## src/rtl/slow_fast_receiver.sv

```systemverilog
// slow_fast_receiver: toggle-handshake receiver that brings words from a slow
// domain into clk_1 and buffers them in a first-word-fall-through FIFO.
// Optional feature: define SLOW_FAST_RX_DROP_CNT_EN to add an 8-bit saturating
// drop_count output that counts words discarded because the FIFO was full.
module slow_fast_receiver #(
    parameter int N           = 12,
    parameter int SYNC_STAGES = 2,
    parameter int DEPTH       = 4
) (
    input  logic                     clk_1,
    input  logic                     reset,
    input  logic [N-1:0]             async_data,
    input  logic                     async_req,
    output logic                     async_ack,
    output logic [N-1:0]             data_out,
    output logic                     out_valid,
    input  logic                     out_ready,
    output logic [$clog2(DEPTH):0]   level,
`ifdef SLOW_FAST_RX_DROP_CNT_EN
    output logic [7:0]               drop_count,
`endif
    output logic                     overflow
);

    localparam int AW = $clog2(DEPTH);
    localparam logic [AW:0] LVL_FULL = (AW+1)'(DEPTH);

    // Request synchronizer: s[0] is the only reader of async_req.
    logic [SYNC_STAGES-1:0] s;
    // Previous synchronized level; an edge on the synchronized request is one word.
    logic                   p;
    logic                   evt;

    logic [N-1:0]  mem [DEPTH];
    logic [AW-1:0] wptr;
    logic [AW-1:0] rptr;

    logic pop;
    logic full;
    logic wr;
    logic drop;

    // Shift async_req through the synchronizer chain.
    always_ff @(posedge clk_1) begin
        if (reset) s <= '0;
        else       s <= {s[SYNC_STAGES-2:0], async_req};
    end

    // Remember last synchronized level for edge detection.
    always_ff @(posedge clk_1) begin
        if (reset) p <= 1'b0;
        else       p <= s[SYNC_STAGES-1];
    end

    assign evt  = s[SYNC_STAGES-1] ^ p;
    assign pop  = out_valid & out_ready;
    assign full = (level == LVL_FULL);
    // A full FIFO still accepts the word if the head leaves on the same edge.
    assign wr   = evt & (~full | pop);
    assign drop = evt & full & ~pop;

    // Acknowledge every event, accepted or dropped, straight from a flop.
    always_ff @(posedge clk_1) begin
        if (reset)    async_ack <= 1'b0;
        else if (evt) async_ack <= ~async_ack;
    end

    // Storage carries no reset; only pointers and level define what is valid.
    always_ff @(posedge clk_1) begin
        if (wr) mem[wptr] <= async_data;
    end

    // Pointers wrap naturally at DEPTH since DEPTH is a power of two.
    always_ff @(posedge clk_1) begin
        if (reset) begin
            wptr <= '0;
            rptr <= '0;
        end else begin
            if (wr)  wptr <= wptr + 1'b1;
            if (pop) rptr <= rptr + 1'b1;
        end
    end

    // Occupancy count; simultaneous write and pop cancel out.
    always_ff @(posedge clk_1) begin
        if (reset) begin
            level <= '0;
        end else begin
            case ({wr, pop})
                2'b10:   level <= level + 1'b1;
                2'b01:   level <= level - 1'b1;
                default: level <= level;
            endcase
        end
    end

    // Sticky drop indicator, cleared only by reset.
    always_ff @(posedge clk_1) begin
        if (reset)     overflow <= 1'b0;
        else if (drop) overflow <= 1'b1;
    end

`ifdef SLOW_FAST_RX_DROP_CNT_EN
    // Saturating count of discarded words.
    always_ff @(posedge clk_1) begin
        if (reset)                          drop_count <= '0;
        else if (drop && drop_count != 8'hFF) drop_count <= drop_count + 1'b1;
    end
`endif

    assign data_out  = mem[rptr];
    assign out_valid = (level != '0);

endmodule
```

## config.mk

```make
export PLATFORM = sky130hd
export DESIGN_NAME = slow_fast_receiver
export DESIGN_NICKNAME = d
export VERILOG_FILES = /design/src/rtl/slow_fast_receiver.sv
export SDC_FILE = /design/constraint.sdc
export NUM_CORES = 1
export LEC_CHECK = 0
export ABC_AREA = 1
export BUFFER_PORTS_ARGS = -buffer_cell sky130_fd_sc_hd__buf_2
export CORE_ASPECT_RATIO = 1.5
export CORE_MARGIN = 2
export CORE_UTILIZATION = 55
export DETAILED_ROUTE_END_ITERATION = 10
export MAX_ROUTING_LAYER = met4
export PLACE_DENSITY = 0.82
export SKIP_CTS_REPAIR_TIMING = 1
export SLEW_MARGIN = 20
export SYNTH_ARGS = -nofsm -noshare
export SYNTH_HDL_FRONTEND = slang
export SYNTH_SLANG_ARGS = --single-unit
```

## constraint.sdc

```tcl
create_clock -name clk_1 -period 4.7 [get_ports clk_1]
set_input_delay 0.705 -clock clk_1 [delete_from_list [all_inputs] [get_ports clk_1]]
set_output_delay 0.705 -clock clk_1 [all_outputs]
set_load 0.05 [all_outputs]
```

; Word-level counts from Yosys, hierarchy flattened
; Memories as Yosys holds them, arrays and structs flattened. A register that Yosys moved wholly into a read port is not among the register bits.
; Index checks and enable logic that the tools add are counted.
[classes]
n_div = 0
muxes = 5
eq_ne = 3
mul = 0
n_reduce_logical = 2
magnitude_cmp = 0
bitwise = 9
addsub = 4
n_shift = 0
[ops]
columns = op, n
row1 = $pmux W3 S2, 1
row2 = $add A2 B1 Y2 const B, 2
row3 = $and A1 B1 Y1, 4
row4 = $mux W2, 2
row5 = $add A3 B1 Y3 const B, 1
row6 = $eq A3 B3 Y1 const B, 1
row7 = $not A1 Y1, 3
row8 = $reduce_bool A3 Y1, 1
row9 = $sub A3 B1 Y3 const B, 1
row10 = $eq A2 B1 Y1 const B, 1
row11 = $eq A2 B2 Y1 const B, 1
row12 = $mux W1, 2
row13 = $reduce_bool A2 Y1, 1
row14 = $or A1 B1 Y1, 1
row15 = $xor A1 B1 Y1, 1
[word_totals]
register_bits = 12
output_inout_bits = 18
input_bits = 16
mem_bits_rw = 48
elab_cells = 31
n_memories = 1
romBits = 0
latchBits = 0
[mem_list]
columns = name, words, width, rd, rd_ports_with_merged_regs, write_ports, line
row1 = mem, 4, 12, 1, 1, 1, 34  ; logic [N-1:0] mem [DEPTH];

; Longest topological paths before layout
; Gate-level depths: netlist of run 1.
[depth]
word_depth = 6
ltp_mapped = 11
depth_no_buf = 11

; Worst setup path after synthesis of run 1
; OpenSTA, ideal clock, no wires.
[synth_path]
path_type = register to output
start = register with a tool-made name
end = output port data_out[0]
slack_ns = 2.476
n_path_buf = 1
required_time_ns = 3.995
path_stages_with_launch = 4
arrival_ns = 1.519
path_cell_list = dfxtp_1 > clkbuf_1 > nor2_1 > o22ai_1
[synth_lines]
columns = item, line
row1 = to (decl), 15  ; output logic [N-1:0] data_out,

==> flow_summary.toml, run 1 <==
[clocking]
clock-sinks = 62
clockRootBuffer = "clkbuf_8"
clk_latency_ps = 330
cts.path.max_buffers = 2
cts-buffers-inserted = 9
clk_pin_slew_worst_paths_ps = 60
cts_tree = "built"
cts_max_level = 3

[route]
ant_nets = 0
vias_per_cell = 5.27
via_count = 1523
wire_per_inst_um = 14.0
firstDrtPassIters = 4
drc = 0
drt-total-wl_um = 4030
first_iter_violations = 61

[synthesis]
async_reset_ff_share_pct = 0
yosys_warnings = 0
ys_ff_latch = 62
synth_top_flop_cell = "edfxtp_1"
synth_nets = 221
synth_top_area_share_pct = 59.4
netlist_top_cells_area = "edfxtp_1 (59%), dfxtp_1 (12%), o21ai_0 (6.2%), nor2_1 (5.6%), inv_1 (3.1%)"
avgSynthCellArea_um2 = 12.1
netlist_top_cells_count = "edfxtp_1 (48), nor2_1 (36), o21ai_0 (30)"
yosysMostFrequentCell = "edfxtp_1"
ys_seq_area_share_pct = 70.9
synth_cell_types = 21
synth_largest_area_cell = "edfxtp_1"
synth_edf_count = 48
syn_area_um2 = 2430
netlist_instances = 200

[die]
io_pins = 34
rows = 29
coreArea_um2 = 4250
fp.dieH_um = 85.4
fp.dieW_um = 58.2
initial_core_util_pct = 57.2
die_area_um2 = 4970

[worst_setup_path]
slowest_delay_ps = 770
crit_end = "data_out[0]"
r2r-start = "level[0]"
ff2ff_setup_slack_ps = 2710
r2r.worst_path.cells = 4
worstSetupPathType = "reg -> out"
cp_slowest_cell = "dfxtp_1"
crit_chain = "inv_1 > o21ai_0 > o22ai_1 > buf_2"
critical_path_required_ps = 3990
cp-end-kind = "output pin"
startpoint_type = "flip-flop"
r2r_end = "mem[1][2]"
cp.arrival_ps = 2300
path_max_fanout = 25

[global_route]
antenna_found_initial = 0
grt_usage_pct = 18.8
grt_max_degree = 26
grt_pass1_vias = 1421
overflow = 0
grt_pass1_wl_um = 6390

[power_and_ir_drop]
power.density_nw_per_um2 = 517
peakVddDrop_mv = 0.389
p_leak_nw = 1.05

[timing]
rsz0062_at_grt = "no"
finalMaxSlewViolations = 0
skew_ps = 5.24
post-route-period-util_pct = 63.9
finalHoldViolCount = 0
clock.fmax_ghz = 0.333
min_period_ps = 3000
relSlewSlack_pct = 28.5
setup_tns_ps = 0
setup_viol = 0
worst_slew_pin_slew_ps = 1070
setup_slack_ps = 1700

[place]
hpwl_um = 2770
post-place-ws_ps = 2020
globalplace.congestion = 0.755
placed_cells = 273
portBuffers = 33

[layout]
layout.nets = 259
synthToLayoutAreaGrowth_pct = 15.3
diodes = 0
drive_above_1_share_pct = 21.8
fin_cells = 289

[hold_path]
hp-class = "reg -> reg"

[flow_run]
max_cap_violations = 0

[run_status]
status = "finished, final reports clean"
==> metal layers <==
metal,up-vias,part of all wire [%],track usage [%]
met2,35,54,31.2
met4,0,2.3,9.51
met3,8,5.4,7.16
met1,705,38,18.8
li1,775,-,-
met5,-,0,-
==> report_power, final <==
part           switching, mW  internal (mW)
combinational          0.303         0.0968
sequential            0.0351          0.619
clock                  0.174          0.219
total                  0.513          0.935
==> cell families (layout without fill, tap and decap cells) <==
| group | after synthesis | count (layout) | synth area share (%) |
|---|---|---|---|
| AND/OR/NAND/NOR | 55 | 55 | 10.0 |
| adder cells (fa/ha/maj) | 5 | 5 | 2.89 |
| buffers and inverters | 26 | 69 | 4.12 |
| flip-flops | 62 | 62 | 70.9 |
| AO/OA/AOI/OAI | 52 | 52 | 12.1 |
==> registers in the layout (all words and copies together) (netlist names), named ones only <==
signal     count
mem           48
level          3
overflow       1
wptr           2
rptr           2
p              1
async_ack      1
s              2
==> critical path: cells and delay by family (launching register included) <==
| family | cells | cell delay (ps) |
|---|---|---|
| buf+inv | 2 | 730 |
| compound gates | 2 | 460 |
| flops | 1 | 770 |
==> layout by cell type, fill, tap and decap left out <==
cell type and n:
a21oi_2 1, edfxtp_1 48, ha_1 4, o21ai_0 30, nand2_4 1, clkinv_1 1, nor2_1 35, fa_1 1
a21oi_4 1, nand4_1 1, nand2_2 3, o22ai_1 12, dfxtp_1 14, nand3_1 4, a21boi_0 1, a21oi_1 7
nand3_2 1, buf_2 33, clkbuf_8 11, nor2_4 1, nand2_1 8, nor2_2 1, inv_1 20, clkbuf_1 4
==> layout make-up <==
type	count	area (um^2)
sequential	62	1720
clock inverter	1	3.75
fill	326	1450
clock buffer	15	166
multi-input combinational	112	608
timing repair buffer	33	165
tap	46	57.6
inverter	20	75.1
==> through the flow <==
| step | power (mW) | instance area (um^2) | hold slack [ps] | utilization, % |
|---|---|---|---|---|
| floorplan | 0.981 | 2430 | 388 | - |
| global placement | 1.06 | 2630 | 391 | 61.8 |
| detailed placement | 1.07 | 2630 | 398 | 61.8 |
| CTS | 1.46 | 2800 | 408 | 65.8 |
| global route | 1.52 | 2800 | 430 | 65.9 |
| finish | 1.45 | 2800 | 405 | 65.9 |
==> worst min path at each step <==
stage,start,to,slack (ps),cells after the start
floorplan,s[0],s[1],390,2
global placement,s[0],s[1],390,2
detailed placement,s[0],s[1],400,2
CTS,s[0],s[1],410,2
global route,s[0],s[1],430,2
finish,s[0],s[1],400,2
Note: power is estimated with default switching activity, not from simulation.
==> run 2: changes to the inputs <==
--- a/config.mk
+++ b/config.mk
@@ -5,7 +5,7 @@
 export SDC_FILE = /design/constraint.sdc
 export NUM_CORES = 1
 export LEC_CHECK = 0
-export ABC_AREA = 1
+export ABC_AREA = 0
 export BUFFER_PORTS_ARGS = -buffer_cell sky130_fd_sc_hd__buf_2
 export CORE_ASPECT_RATIO = 1.5
 export CORE_MARGIN = 2
==> constraint.sdc (replaced) <==
create_clock -name clk_1 -period 2.85 [get_ports clk_1]
set_input_delay 0.4275 -clock clk_1 [delete_from_list [all_inputs] [get_ports clk_1]]
set_output_delay 0.4275 -clock clk_1 [all_outputs]
set_load 0.05 [all_outputs]
==> flow_summary.toml, run 2 <==
[route]
via_count = 1247
vias_per_cell = 5.57
first_iter_violations = 53
drc = 0
wire_per_inst_um = 17.2
ant_nets = 0
drt-total-wl_um = 3840
firstDrtPassIters = 4

[timing]
min_period_ps = 2100
rsz0062_at_grt = "no"
setup_tns_ps = 0
clock.fmax_ghz = 0.476
finalMaxSlewViolations = 0
finalHoldViolCount = 0
post-route-period-util_pct = 73.8
holdWs_ps = 315
setup_viol = 0
relSlewSlack_pct = 58.5
skew_ps = 6.59
worst_slew_pin_slew_ps = 623

[synthesis]
async_reset_ff_share_pct = 0
netlist_top_cells_count = "edfxtp_1 (48), dfxtp_1 (14), mux4_2 (12)"
ys_seq_area_share_pct = 72.0
synth_cell_types = 28
synth_edf_count = 48
synth_largest_area_cell = "edfxtp_1"
yosys_warnings = 0
netlist_instances = 132
ys_ff_latch = 62
netlist_top_cells_area = "edfxtp_1 (60%), dfxtp_1 (12%), mux4_2 (11%), ha_1 (2.1%), nor2_1 (1.6%)"
synth_nets = 153
synth_top_area_share_pct = 60.3
avgSynthCellArea_um2 = 18.1
syn_area_um2 = 2390
synth_top_flop_cell = "edfxtp_1"
yosysMostFrequentCell = "edfxtp_1"

[worst_setup_path]
critical_path_required_ps = 2420
worstSetupPathType = "reg -> out"
cp.arrival_ps = 1680
path_max_fanout = 12
cp-end-kind = "output pin"
startpoint_type = "flip-flop"

[die]
die_area_um2 = 4900
fp.dieW_um = 57.8
initial_core_util_pct = 56.8
io_pins = 34
coreArea_um2 = 4210
fp.dieH_um = 84.8
rows = 29

[layout]
top_register = "mem"
diodes = 0
drive_above_1_share_pct = 36.0
top_regs = "mem x48, level x3"
layout.nets = 194
largest_register_ffs = 48
post-route-util_pct = 67.5
fin_area_um2 = 2840
final_cell_mix = "edfxtp_1 (48), buf_2 (33), dfxtp_1 (14), mux4_2 (12), nor2_1 (10)"
synthToLayoutAreaGrowth_pct = 18.8
final_common_cell = "edfxtp_1"

[clocking]
clk_pin_slew_worst_paths_ps = 70
cts_max_level = 3
cts_tree = "built"
clockRootBuffer = "clkbuf_8"
cts.path.max_buffers = 2
clock-sinks = 62
clk_latency_ps = 320
cts-buffers-inserted = 9

[global_route]
grt_pass1_wl_um = 6300
grt_max_degree = 16
grt_usage_pct = 19.0
antenna_found_initial = 0
overflow = 0
grt_pass1_vias = 1341

[place]
hpwl_um = 2550
portBuffers = 33
placed_area_um2 = 2610
globalplace.congestion = 0.708

[run_status]
status = "finished, final reports clean"

[hold_path]
hp-class = "in -> reg"

[flow_run]
max_cap_violations = 0

[power_and_ir_drop]
finalPower_mw = 2.15
peakVddDrop_mv = 0.602
power.density_nw_per_um2 = 757
p_leak_nw = 1.02
[run 2: path summary, 6_finish.rpt]
check | from | end | slack [ps] | cells past startpoint
worst max-delay path | flip-flop | data_out[2] | 750 | 3
worst min-delay path | async_data[6] | mem[2][6] | 320 | 1
worst max register to register | p | level[2] | 810 | 6
worst min register to register | s[0] | s[1] | 450 | 1
[run 2: layout make-up]
class	count	area [um^2]
tap	46	57.6
clock inverter	7	113
multi-input combinational	61	634
timing repair buffer	34	173
inverter	5	18.8
fill	290	1370
sequential	62	1720
clock buffer	9	124
[run 2: worst max-delay path, stage by stage, from the launching register on]
cell	delay, ps
dfxtp_1	320
buf_4	260
mux4_2	540
buf_2	230
[run 2: kinds of logic (layout without fill, tap and decap cells)]
group | after synthesis | count (layout) | synth area share (%)
compound gates | 10 | 10 | 2.93
flops | 62 | 62 | 72.0
mux | 14 | 14 | 12.2
buf+inv | 9 | 55 | 1.47
xor+xnor | 6 | 6 | 2.98
simple gates | 26 | 26 | 5.49
fa+ha+maj | 5 | 5 | 2.93
[run 2: stage by stage]
stage | setup slack, ps | cells
after CTS | 709 | 224
final | 747 | 224
after detailed placement | 768 | 208
after global placement | 862 | 208
after floorplan | 536 | 132
after global routing | 657 | 224
[run 2: report_power, final]
part / internal [mW] / switching (mW) / leakage [nW]
clock network: 0.576 / 0.319 / 0.119
logic: 0.0796 / 0.160 / 0.357
registers: 0.999 / 0.0173 / 0.548
[run 2: routing by layer]
layer	share of wire (%)	wire length, um	track usage, %	up-vias
met5	0	0	-	-
met4	2.0	76	8.88	0
met3	4.2	161	6.63	8
met2	56	2160	31.4	36
met1	38	1450	19.8	615
li1	-	-	-	588
